[config.mk]
export PLATFORM = sky130hd
export DESIGN_NAME = fetch_ctrl
export DESIGN_NICKNAME = d
export VERILOG_FILES = /design/src/rtl/fetch_ctrl.sv
export SDC_FILE = /design/constraint.sdc
export NUM_CORES = 1
export LEC_CHECK = 0
export CAP_MARGIN = 0
export CORE_ASPECT_RATIO = 0.8
export CORE_MARGIN = 4
export CORE_UTILIZATION = 45
export DETAILED_ROUTE_END_ITERATION = 16
export PLACE_DENSITY = 0.85
export SLEW_MARGIN = 20
export SYNTH_ARGS = -nofsm -noshare
export SYNTH_HDL_FRONTEND = slang
export SYNTH_SLANG_ARGS = --single-unit
[constraint.sdc]
create_clock -name Clk -period 2.7 [get_ports Clk]
set_input_delay 0.54 -clock Clk [delete_from_list [all_inputs] [get_ports Clk]]
set_output_delay 0.54 -clock Clk [all_outputs]
set_load 0.01 [all_outputs]
[src/rtl/fetch_ctrl.sv]
// PC sequencer for the instruction-fetch stage: next-PC selection, stall-held redirects, ROM word address.
// Optional fetch-address checking is compiled in when FETCH_CHECK_EN is defined.
module fetch_ctrl #(
  parameter logic [31:0] RESET_PC = 32'h0000_3000,
  parameter logic [31:0] EXC_VEC  = 32'h0000_4180,
  parameter int          AW       = 10
) (
  input  logic          Clk,
  input  logic          Clr,
  input  logic          stall,
  input  logic          halt_req,
  input  logic          br_req,
  input  logic [31:0]   br_target,
  input  logic          j_req,
  input  logic [31:0]   j_target,
  input  logic          exc_req,
  input  logic          eret_req,
  input  logic [31:0]   epc,
  output logic [31:0]   PC,
  output logic [31:0]   ADD4,
  output logic [AW-1:0] im_addr,
  output logic          fetch_valid,
  output logic          redir_pend,
  output logic          fetch_fault
);

  typedef enum logic [1:0] {
    ST_BOOT = 2'd0,
    ST_RUN  = 2'd1,
    ST_HALT = 2'd2
  } state_e;

  state_e      state_q, state_d;
  logic [31:0] pc_q, pc_d;
  logic        pend_q, pend_d;
  logic [31:0] pend_tgt_q, pend_tgt_d;
  logic        pc_load_s;
  logic [31:0] add4_s;
  logic        fault_s;

  assign add4_s = pc_q + 32'd4;

  // Next-state, next-PC and pending-redirect selection.
  always_comb begin
    state_d    = state_q;
    pc_d       = pc_q;
    pc_load_s  = 1'b0;
    pend_d     = pend_q;
    pend_tgt_d = pend_tgt_q;
    case (state_q)
      ST_BOOT: begin
        state_d = ST_RUN;
        pend_d  = 1'b0;
        if (exc_req) begin
          pc_d      = EXC_VEC;
          pc_load_s = 1'b1;
        end else begin
          pc_d = pc_q;
        end
      end
      ST_HALT: begin
        pend_d = 1'b0;
        if (exc_req) begin
          state_d   = ST_RUN;
          pc_d      = EXC_VEC;
          pc_load_s = 1'b1;
        end else begin
          state_d = ST_HALT;
        end
      end
      ST_RUN: begin
        if (exc_req) begin
          pc_d      = EXC_VEC;
          pc_load_s = 1'b1;
          pend_d    = 1'b0;
        end else if (eret_req) begin
          pc_d      = epc;
          pc_load_s = 1'b1;
          pend_d    = 1'b0;
        end else if (stall) begin
          // Hold PC; the newest jump/branch replaces any redirect already parked.
          if (j_req) begin
            pend_d     = 1'b1;
            pend_tgt_d = j_target;
          end else if (br_req) begin
            pend_d     = 1'b1;
            pend_tgt_d = br_target;
          end else begin
            pend_d = pend_q;
          end
        end else if (pend_q) begin
          pc_d      = pend_tgt_q;
          pc_load_s = 1'b1;
          pend_d    = 1'b0;
        end else if (j_req) begin
          pc_d      = j_target;
          pc_load_s = 1'b1;
        end else if (br_req) begin
          pc_d      = br_target;
          pc_load_s = 1'b1;
        end else if (halt_req) begin
          state_d = ST_HALT;
        end else begin
          pc_d      = add4_s;
          pc_load_s = 1'b1;
        end
      end
      default: begin
        state_d   = ST_BOOT;
        pc_d      = RESET_PC;
        pc_load_s = 1'b1;
        pend_d    = 1'b0;
      end
    endcase
  end

  // State, PC and pending-redirect registers.
  always_ff @(posedge Clk) begin
    if (Clr) begin
      state_q    <= ST_BOOT;
      pc_q       <= RESET_PC;
      pend_q     <= 1'b0;
      pend_tgt_q <= 32'd0;
    end else begin
      state_q    <= state_d;
      pc_q       <= pc_d;
      pend_q     <= pend_d;
      pend_tgt_q <= pend_tgt_d;
    end
  end

`ifdef FETCH_CHECK_EN
  localparam logic [31:0] PC_HI = RESET_PC + (32'd4 << AW) - 32'd4;

  logic fault_q, fault_d;

  // EXC_VEC is legal even though it lies outside the ROM window.
  function automatic logic pc_bad(input logic [31:0] pc);
    logic bad;
    if (pc[1:0] != 2'b00) begin
      bad = 1'b1;
    end else if (pc == EXC_VEC) begin
      bad = 1'b0;
    end else begin
      bad = (pc < RESET_PC) || (pc > PC_HI);
    end
    return bad;
  endfunction

  // Fault is re-evaluated only when a new PC value is loaded.
  always_comb begin
    fault_d = fault_q;
    if (pc_load_s) begin
      fault_d = pc_bad(pc_d);
    end else begin
      fault_d = fault_q;
    end
  end

  // Fault flag register.
  always_ff @(posedge Clk) begin
    if (Clr) begin
      fault_q <= 1'b0;
    end else begin
      fault_q <= fault_d;
    end
  end

  assign fault_s = fault_q;
`else
  assign fault_s = 1'b0;
`endif

  assign PC          = pc_q;
  assign ADD4        = add4_s;
  assign im_addr     = pc_q[AW+1:2];
  assign fetch_valid = (state_q == ST_RUN) & ~stall & ~fault_s;
  assign redir_pend  = pend_q;
  assign fetch_fault = fault_s;

endmodule

# Yosys cells after proc, flatten, opt, wreduce, memory -nomap -nowiden
# Cells that the tools add are included.
[classes]
n_div = 0
n_mux = 22
n_reduce_logical = 7
order_cmp = 0
n_eq_ne = 12
n_addsub = 1
mul = 0
bitwise = 5
shifts = 0
[op_table]
columns = ["cell", "n"]
rows = [
  ["$mux W32", 10],
  ["$pmux W32 S2", 1],
  ["$add A32 B3 Y32 const B", 1],
  ["$mux W2", 8],
  ["$ne A2 B2 Y1 const B", 7],
  ["$ne A7 B7 Y1 const B", 1],
  ["$reduce_and A7 Y1", 1],
  ["$pmux W2 S3", 1],
  ["$reduce_and A5 Y1", 1],
  ["$reduce_or A5 Y1", 1],
  ["$ne A4 B4 Y1 const B", 1],
  ["$not A1 Y1", 4],
  ["$reduce_and A3 Y1", 1],
  ["$eq A2 B1 Y1 const B", 1],
  ["$eq A2 B2 Y1 const B", 1],
  ["$logic_not A2 Y1", 1],
  ["$mux W1", 2],
  ["$ne A2 B1 Y1 const B", 1],
  ["$reduce_bool A2 Y1", 1],
  ["$reduce_or A2 Y1", 1],
  ["$and A1 B1 Y1", 1],
]
[totals]
inputBits = 104
memories = 0
mem_bits_ro = 0
regBits = 67
output_inout_bits = 77
ram_bits = 0
wordCells = 51
latch_bits = 0

# Depth between registers and ports, before layout
# Gate-level depths: netlist of the first run.
[depth]
ltp_word = 9
depth_mapped = 8
depth_no_buf = 6

# Worst setup path before layout of the first run
# No wires, ideal clock.
[synth_timing]
kind = "flip-flop to output port"
start = "register pc_q[2], in the netlist PC[2]"
end = "output port ADD4[24]"
slack_ns = 0.084
t_arrival_ns = 2.076
n_path_buf = 1
t_required_ns = 2.160
stages_incl_launch_ff = 7
path_cell_list = "dfxtp_1 > ha_1 > inv_1 > or4_1 > clkbuf_1 > o31a_1 > or2_2"
[synth_between]
elab_chain_cells = 1
[synth_lines]
columns = ["element", "line", "text"]
rows = [
  ["from (decl)", "34", "logic [31:0] pc_q, pc_d;"],
  ["from (signal assigned)", "126", "pc_q <= pc_d;"],
  ["$add A32 B3 Y32", "41", "assign add4_s = pc_q + 32'd4;"],
  ["to (decl)", "20", "output logic [31:0] ADD4,"],
]
# Every way passes these cells.

# Worst setup path in the final report of the first run
[layout_timing]
start = "register pc_q[3], in the netlist PC[3]"
end = "output port ADD4[17]"
# The elaborated chain is that of the path after synthesis.

==> summary.txt, run 1 <==
Reg-to-Reg Start - state_q[0]
Peak supply drop - 309.3 uV
Post-route DRC - 0
crit path buf inv count - 5
most instantiated cells after synthesis - 69 x nor2_1, 67 x dfxtp_1, 60 x nand2_1
Tot GR Track Use - 32.58%
CP max-delay cell - dfxtp_4
hpwl dp - 15640 um
Final Hold Vio Count - 0
DIE WIDTH - 124.2 um
Synth top area share - 27.59%
Seq/Total Area, Yosys - 27.59%
vias in the first global route - 6295
area leader, netlist - dfxtp_1
Rows - 33
Post-synth EDFFs - 0
Iteration-0 DRC Markers - 771
synth top area cells - dfxtp_1 28%, mux2i_1 5.8%, nor2_1 5.3%, nand2_1 4.6%, a211oi_1 3.7%
syn_nets - 742
R2R depth - 6
mapped cell area - 4862 um^2
distinct cell type count after synthesis - 74
CTS tree - done
Max Cap Viol - 0
Avg Inst Size Synth - 7.633 um^2
antenna violations before repair - 1
peak fanout along the critical path - 7
Hold Path End - pend_tgt_q[7]
flop-to-flop setup slack - 0.55 ns
clk slew on worst S/H paths - 0.06 ns
layout cells sized above 1 - 22.25%
clk_lat worst skew - 0.34 ns
DR pass1 iterations - 5
H-tree depth - 3
Finished Layout Cells - 1004
synth warn - 0
largest net degree at the start of global routing - 65
CP Class - reg2out
Final Skew - 0.007623 ns
Initial Utilization - 46.73%
ys async rst share - 0%
Tcrit/Tclk final - 99.66%
hold bufs inserted after CTS - 0
WL per Instance - 21.76 um
LEAKAGE - 3.059 nW
drt total wl - 21850 um
Max Slew Vio Count - 0
core area - 10410 um^2
outcome - completed
Final ANT Viol Nets - 0
Hold Path Class - reg2reg
die area - 12540 um^2
via count - 6335
drt via density - 6.310
cts bufs inserted - 9
Worst EP required - 2.16 ns
height of the die - 101.0 um
Syn Inst Count - 637
Core Util, Final - 75.04%
Main synth FF type - dfxtp_1
I/O Buffers - 179
Synth Register Bits - 67
CP top delay family - buffers and inverters
reg-to-reg endpoint - PC[29]
Power Density - 392.4 nW/um^2
final setup margin - 0.009275 ns
Worst EP arrival - 2.15 ns
Final Setup Violations - 0
IO Pins - 181
most frequent cell after synthesis - nor2_1
worst stage delay on the critical path - 0.36 ns
max frequency - 371.6 MHz
Setup crit start kind - flop
sinks on the clock net - 67
first-pass GRT wire length - 33010 um
Layout area overhead - 60.58%
gr ovfl total - 0
Final Wtd Congestion - 0.9898
Hold Crit Start - pend_tgt_q[7]
Period minus WS final - 2.691 ns
nets - 963
CP cell instances - buf_6 -> nand2_1 -> buf_6 -> nor4_4 -> buf_4 -> buf_4 -> a31oi_2 -> or2_4 -> clkbuf_2
Place WS - -0.2331 ns
WHS Path Cells - 2
Placed Cells - 977
worst hold slack - 0.4952 ns
unrepaired setup endpoints after global routing - true
CTS Root Cell - clkbuf_16
CTS max path bufs - 2
crit end category - output pin
[worst max path at each step]
stage,cells past startpoint,slack (ns),from,end
after floorplan,6,0.08,PC[2],ADD4[24]
after global placement,6,-0.21,PC[2],ADD4[18]
after detailed placement,6,-0.23,PC[3],ADD4[18]
after CTS,8,-0.05,PC[11],ADD4[17]
after global routing,9,-0.07,PC[3],ADD4[20]
final,9,0.009,PC[3],ADD4[17]
[flip-flops by register name, indices dropped and copies added (netlist names)]
| name | cells |
|---|---|
| pend_tgt_q | 32 |
| PC | 32 |
| redir_pend | 1 |
| state_q | 2 |
[what timing repair did]
| item | CTS | global route |
|---|---|---|
| gates resized for setup | 83 | 44 |
| setup endpoints to repair | 19 | 16 |
| setup buffers | 7 | 3 |
| pin swaps | 8 | 11 |
[per-layer routing]
metal  vias up  track usage, %  routed length (um)
li1       2832               -                   -
met2       466           52.66               10040
met4         0           10.36                 453
met1      2978           41.49                8806
met5         -               0                   0
met3        59           10.70                2552
[tightest hold or removal path, stage by stage, from the launching register on]
cell	delay [ns]
dfxtp_1	0.30
nor2_1	0.09
a311oi_1	0.05
[report_power, final]
part / switching, mW / internal [mW]
logic: 0.380 / 0.404
registers: 0.0342 / 1.02
clock network: 0.497 / 0.725
[layout make-up]
class                      count  area, um^2
fill                         764        2597
multi-input combinational    483        3338
clock inverter                 6       73.82
antenna                        1       2.502
clock buffer                  10       229.0
tap                          140       175.2
inverter                      21       78.83
sequential                    67        1365
timing repair buffer         276        2545
[cell families (layout without fill, tap and decap cells)]
kind of cell,after synthesis,after routing,synth area share (%)
flops,67,67,27.59
xor+xnor,19,19,3.423
mux,29,29,5.996
simple gates,231,231,23.91
fa+ha+maj,1,1,0.2573
other cells,1,2,0.07713
compound gates,202,202,30.91
buf+inv,87,313,7.849
[cells in the final DEF, fill, tap and decap left out, types with 5 or more instances in the layout]
cell type and instances:
clkdlybuf4s50_1 156, buf_4 83, nor2_1 69, nand2_1 59
dfxtp_1 56, mux2i_1 28, o21ai_0 26, a21oi_1 25
a211oi_1 24, inv_1 18, nand3_1 16, a22oi_1 15
nor3_1 13, a221oi_1 12, buf_6 12, a311oi_1 11
xnor2_1 10, buf_2 10, clkbuf_16 9, o31a_1 8
dfxtp_2 7, a31oi_1 7, nand2b_1 7, nand4_1 6
or2_2 6, or2_4 6, xor2_1 6, and2_1 6
o32ai_1 6, o211ai_1 6, nor4_4 5, nor4_2 5
a221o_1 5, o21a_1 5, dlygate4sd2_1 5, buf_12 5
[stage by stage]
stage | setup TNS (ns) | cell area, um^2 | total power [mW]
finish | 0 | 7807 | 3.064
global route | -0.2114 | 7807 | 3.153
CTS | -0.05026 | 7687 | 3.039
detailed placement | -1.004 | 7224 | 1.833
global placement | -0.6831 | 7224 | 1.818
floorplan | 0 | 4862 | 1.405
(Power assumes the default switching activity.)
==> run 2, diff against run 1 <==
--- a/config.mk
+++ b/config.mk
@@ -10,7 +10,7 @@
 export CORE_MARGIN = 4
 export CORE_UTILIZATION = 45
 export DETAILED_ROUTE_END_ITERATION = 16
-export PLACE_DENSITY = 0.85
+export PLACE_DENSITY = 0.78
 export SLEW_MARGIN = 20
 export SYNTH_ARGS = -nofsm -noshare
 export SYNTH_HDL_FRONTEND = slang
==> summary.txt, run 2 (same netlist as run 1, synthesis figures left out) <==
gr ovfl total - 0 (unchanged)
dpl cell area - 7162 um^2 (-0.87%)
Final Hold Vio Count - 0 (unchanged)
drt total wl - 21080 um (-3.5%)
antenna violations before repair - 0 (-1)
Final Wtd Congestion - 1.012 (+2.3%)
Setup crit start kind - flop
Psw - 911.5 uW (about the same)
final setup margin - -0.02006 ns (-0.02933 ns)
routed wl met2 - 9146 um (-8.9%)
WL per Instance - 21.04 um (-3.3%)
CP Class - reg2out
Post-route DRC - 0 (unchanged)
nets - 962 (-0.10%)
clock power share - 41.8% (+1.9 points)
Final ANT Viol Nets - 0 (unchanged)
Design Area, Final - 7799 um^2 (-0.11%)
Max Slew Vio Count - 0 (unchanged)
H-tree depth - 3 (unchanged)
I/O Buffers - 179 (unchanged)
layout cells sized above 1 - 22.62% (+0.37 points)
Worst EP required - 2.16 ns (about the same)
drt via density - 6.246 (-1.0%)
met3 wire length - 2551 um (about the same)
Final Skew - 0.006742 ns (-0.0008809 ns)
most common cell after layout, fill and taps aside - clkdlybuf4s50_1
Iteration-0 DRC Markers - 827 (+7.3%)
first-pass GRT wire length - 32920 um (-0.27%)
Rows - 33 (unchanged)
sinks on the clock net - 67 (unchanged)
Tcrit/Tclk final - 100.7% (+1.1 points)
Tot GR Track Use - 32.56% (about the same)
CTS tree - done
peak fanout along the critical path - 5 (-2)
commonest cells after routing, fill and taps aside - 157 x clkdlybuf4s50_1, 85 x buf_4, 68 x nor2_1
DR pass1 iterations - 6 (+1)
Finished Layout Cells - 1002 (-0.20%)
crit end category - output pin
Period minus WS final - 2.720 ns (+0.02933 ns)
Gate power share - 24.6% (-1.0 points)
Slew HR - 33.05%
vias in the first global route - 6185 (-1.7%)
Power Density - 404.4 nW/um^2 (+3.1%)
Flop pwr share - 33.6% (-0.9 points)
hold bufs inserted after CTS - 0 (unchanged)
WHS Path Cells - 2 (unchanged)
LEAKAGE - 3.089 nW (+1.0%)
height of the die - 101.0 um (unchanged)
unrepaired setup endpoints after global routing - true
cts bufs inserted - 9 (unchanged)
hpwl dp - 14980 um (-4.2%)
die area - 12540 um^2 (unchanged)
CTS Root Cell - clkbuf_16
max frequency - 367.6 MHz (-1.1%)
violated checks - setup timing
Least-Margin Pin Slew - 1.003 ns
Worst EP arrival - 2.18 ns (+0.03 ns)
Ant. Diodes - 0 (-1)
largest net degree at the start of global routing - 65 (unchanged)
Hold Path Class - reg2reg
outcome - complete, but fails checks
Final Setup Violations - 3 (+3)
Max Cap Viol - 0 (unchanged)
clk slew on worst S/H paths - 0.06 ns (about the same)
CTS max path bufs - 2 (unchanged)
core area - 10410 um^2 (unchanged)
P_int - 2.242 mW (+4.2%)
switch share - 28.90% (-0.84 points)
Placed Cells - 972 (-0.51%)
Layout area overhead - 60.40%
M1 WL - 8958 um (+1.7%)
Peak supply drop - 361.3 uV (+17%)
IO Pins - 181 (unchanged)
DIE WIDTH - 124.2 um (unchanged)
R2R depth - 9 (+3)
Max Used Layer - met4
via count - 6258 (-1.2%)
Initial Utilization - 46.73% (unchanged)
clk_lat worst skew - 0.34 ns (about the same)
==> run 2: power groups by stage <==
stage | Combinational, mW | Sequential (mW) | Clock [mW]
after floorplan | 0.318 | 1.09 | 0
after global placement | 0.737 | 1.07 | 0
after detailed placement | 0.747 | 1.08 | 0
after CTS | 0.753 | 1.06 | 1.31
after global routing | 0.820 | 1.06 | 1.37
final | 0.775 | 1.06 | 1.32
==> run 2: timing repair <==
item	4_1_cts	5_1_grt
resized for setup	87	29
pin swaps	10	9
setup buffers	10	5
endpoints found under the setup margin	19	14
==> run 2: critical path, cell delays in order (launching register included) <==
cell and delay, ns:
dfxtp_2 0.35, nand4_4 0.13, or4_4 0.61, o31a_2 0.32
or2_2 0.29, buf_2 0.14
==> run 2: per-layer routing <==
layer / track usage (%) / up-vias
met1: 44.41 / 2928
met4: 8.256 / 0
met3: 10.59 / 50
met2: 49.96 / 444
li1: - / 2836
met5: 0 / -
==> run 2: final cells by class <==
cell class,count,area (um^2)
Multi-Input combinational cell,483,3359
Fill cell,786,2606
Timing Repair Buffer,275,2502
Sequential cell,67,1359
Clock buffer,9,225.2
Tap cell,140,175.2
Clock inverter,7,98.84
Inverter,21,78.83
==> run 2: metrics by stage <==
stage	util, %	setup TNS [ns]	total power [mW]	hold slack, ns	worst slack, ns
3_3_place_gp	68.83	-0.8753	1.810	0.4834	-0.2008
2_1_floorplan	-	0	1.405	0.4728	0.08385
4_1_cts	74.07	-0.2787	3.124	0.4986	-0.08344
6_report	74.95	-0.05115	3.154	0.4991	-0.02006
3_5_place_dp	68.83	-1.112	1.822	0.4908	-0.2390
5_1_grt	74.95	-0.3869	3.255	0.5311	-0.1150
==> run 2: path summary, 6_finish.rpt <==
path / start / endpoint / slack [ns]
min reg2reg: pend_tgt_q[6] / pend_tgt_q[6] / 0.50
min: pend_tgt_q[6] / pend_tgt_q[6] / 0.50
max reg2reg: PC[2] / PC[22] / 0.52
max: PC[11] / ADD4[25] / -0.02
==> run 3, diff against run 2 <==
--- a/config.mk
+++ b/config.mk
@@ -11,7 +11,7 @@
 export CORE_UTILIZATION = 45
 export DETAILED_ROUTE_END_ITERATION = 16
 export PLACE_DENSITY = 0.78
-export SLEW_MARGIN = 20
+export SLEW_MARGIN = 10
 export SYNTH_ARGS = -nofsm -noshare
 export SYNTH_HDL_FRONTEND = slang
 export SYNTH_SLANG_ARGS = --single-unit
==> results of run 3 <==
The final DEF is identical to that of run 2; final timing and power are the same.
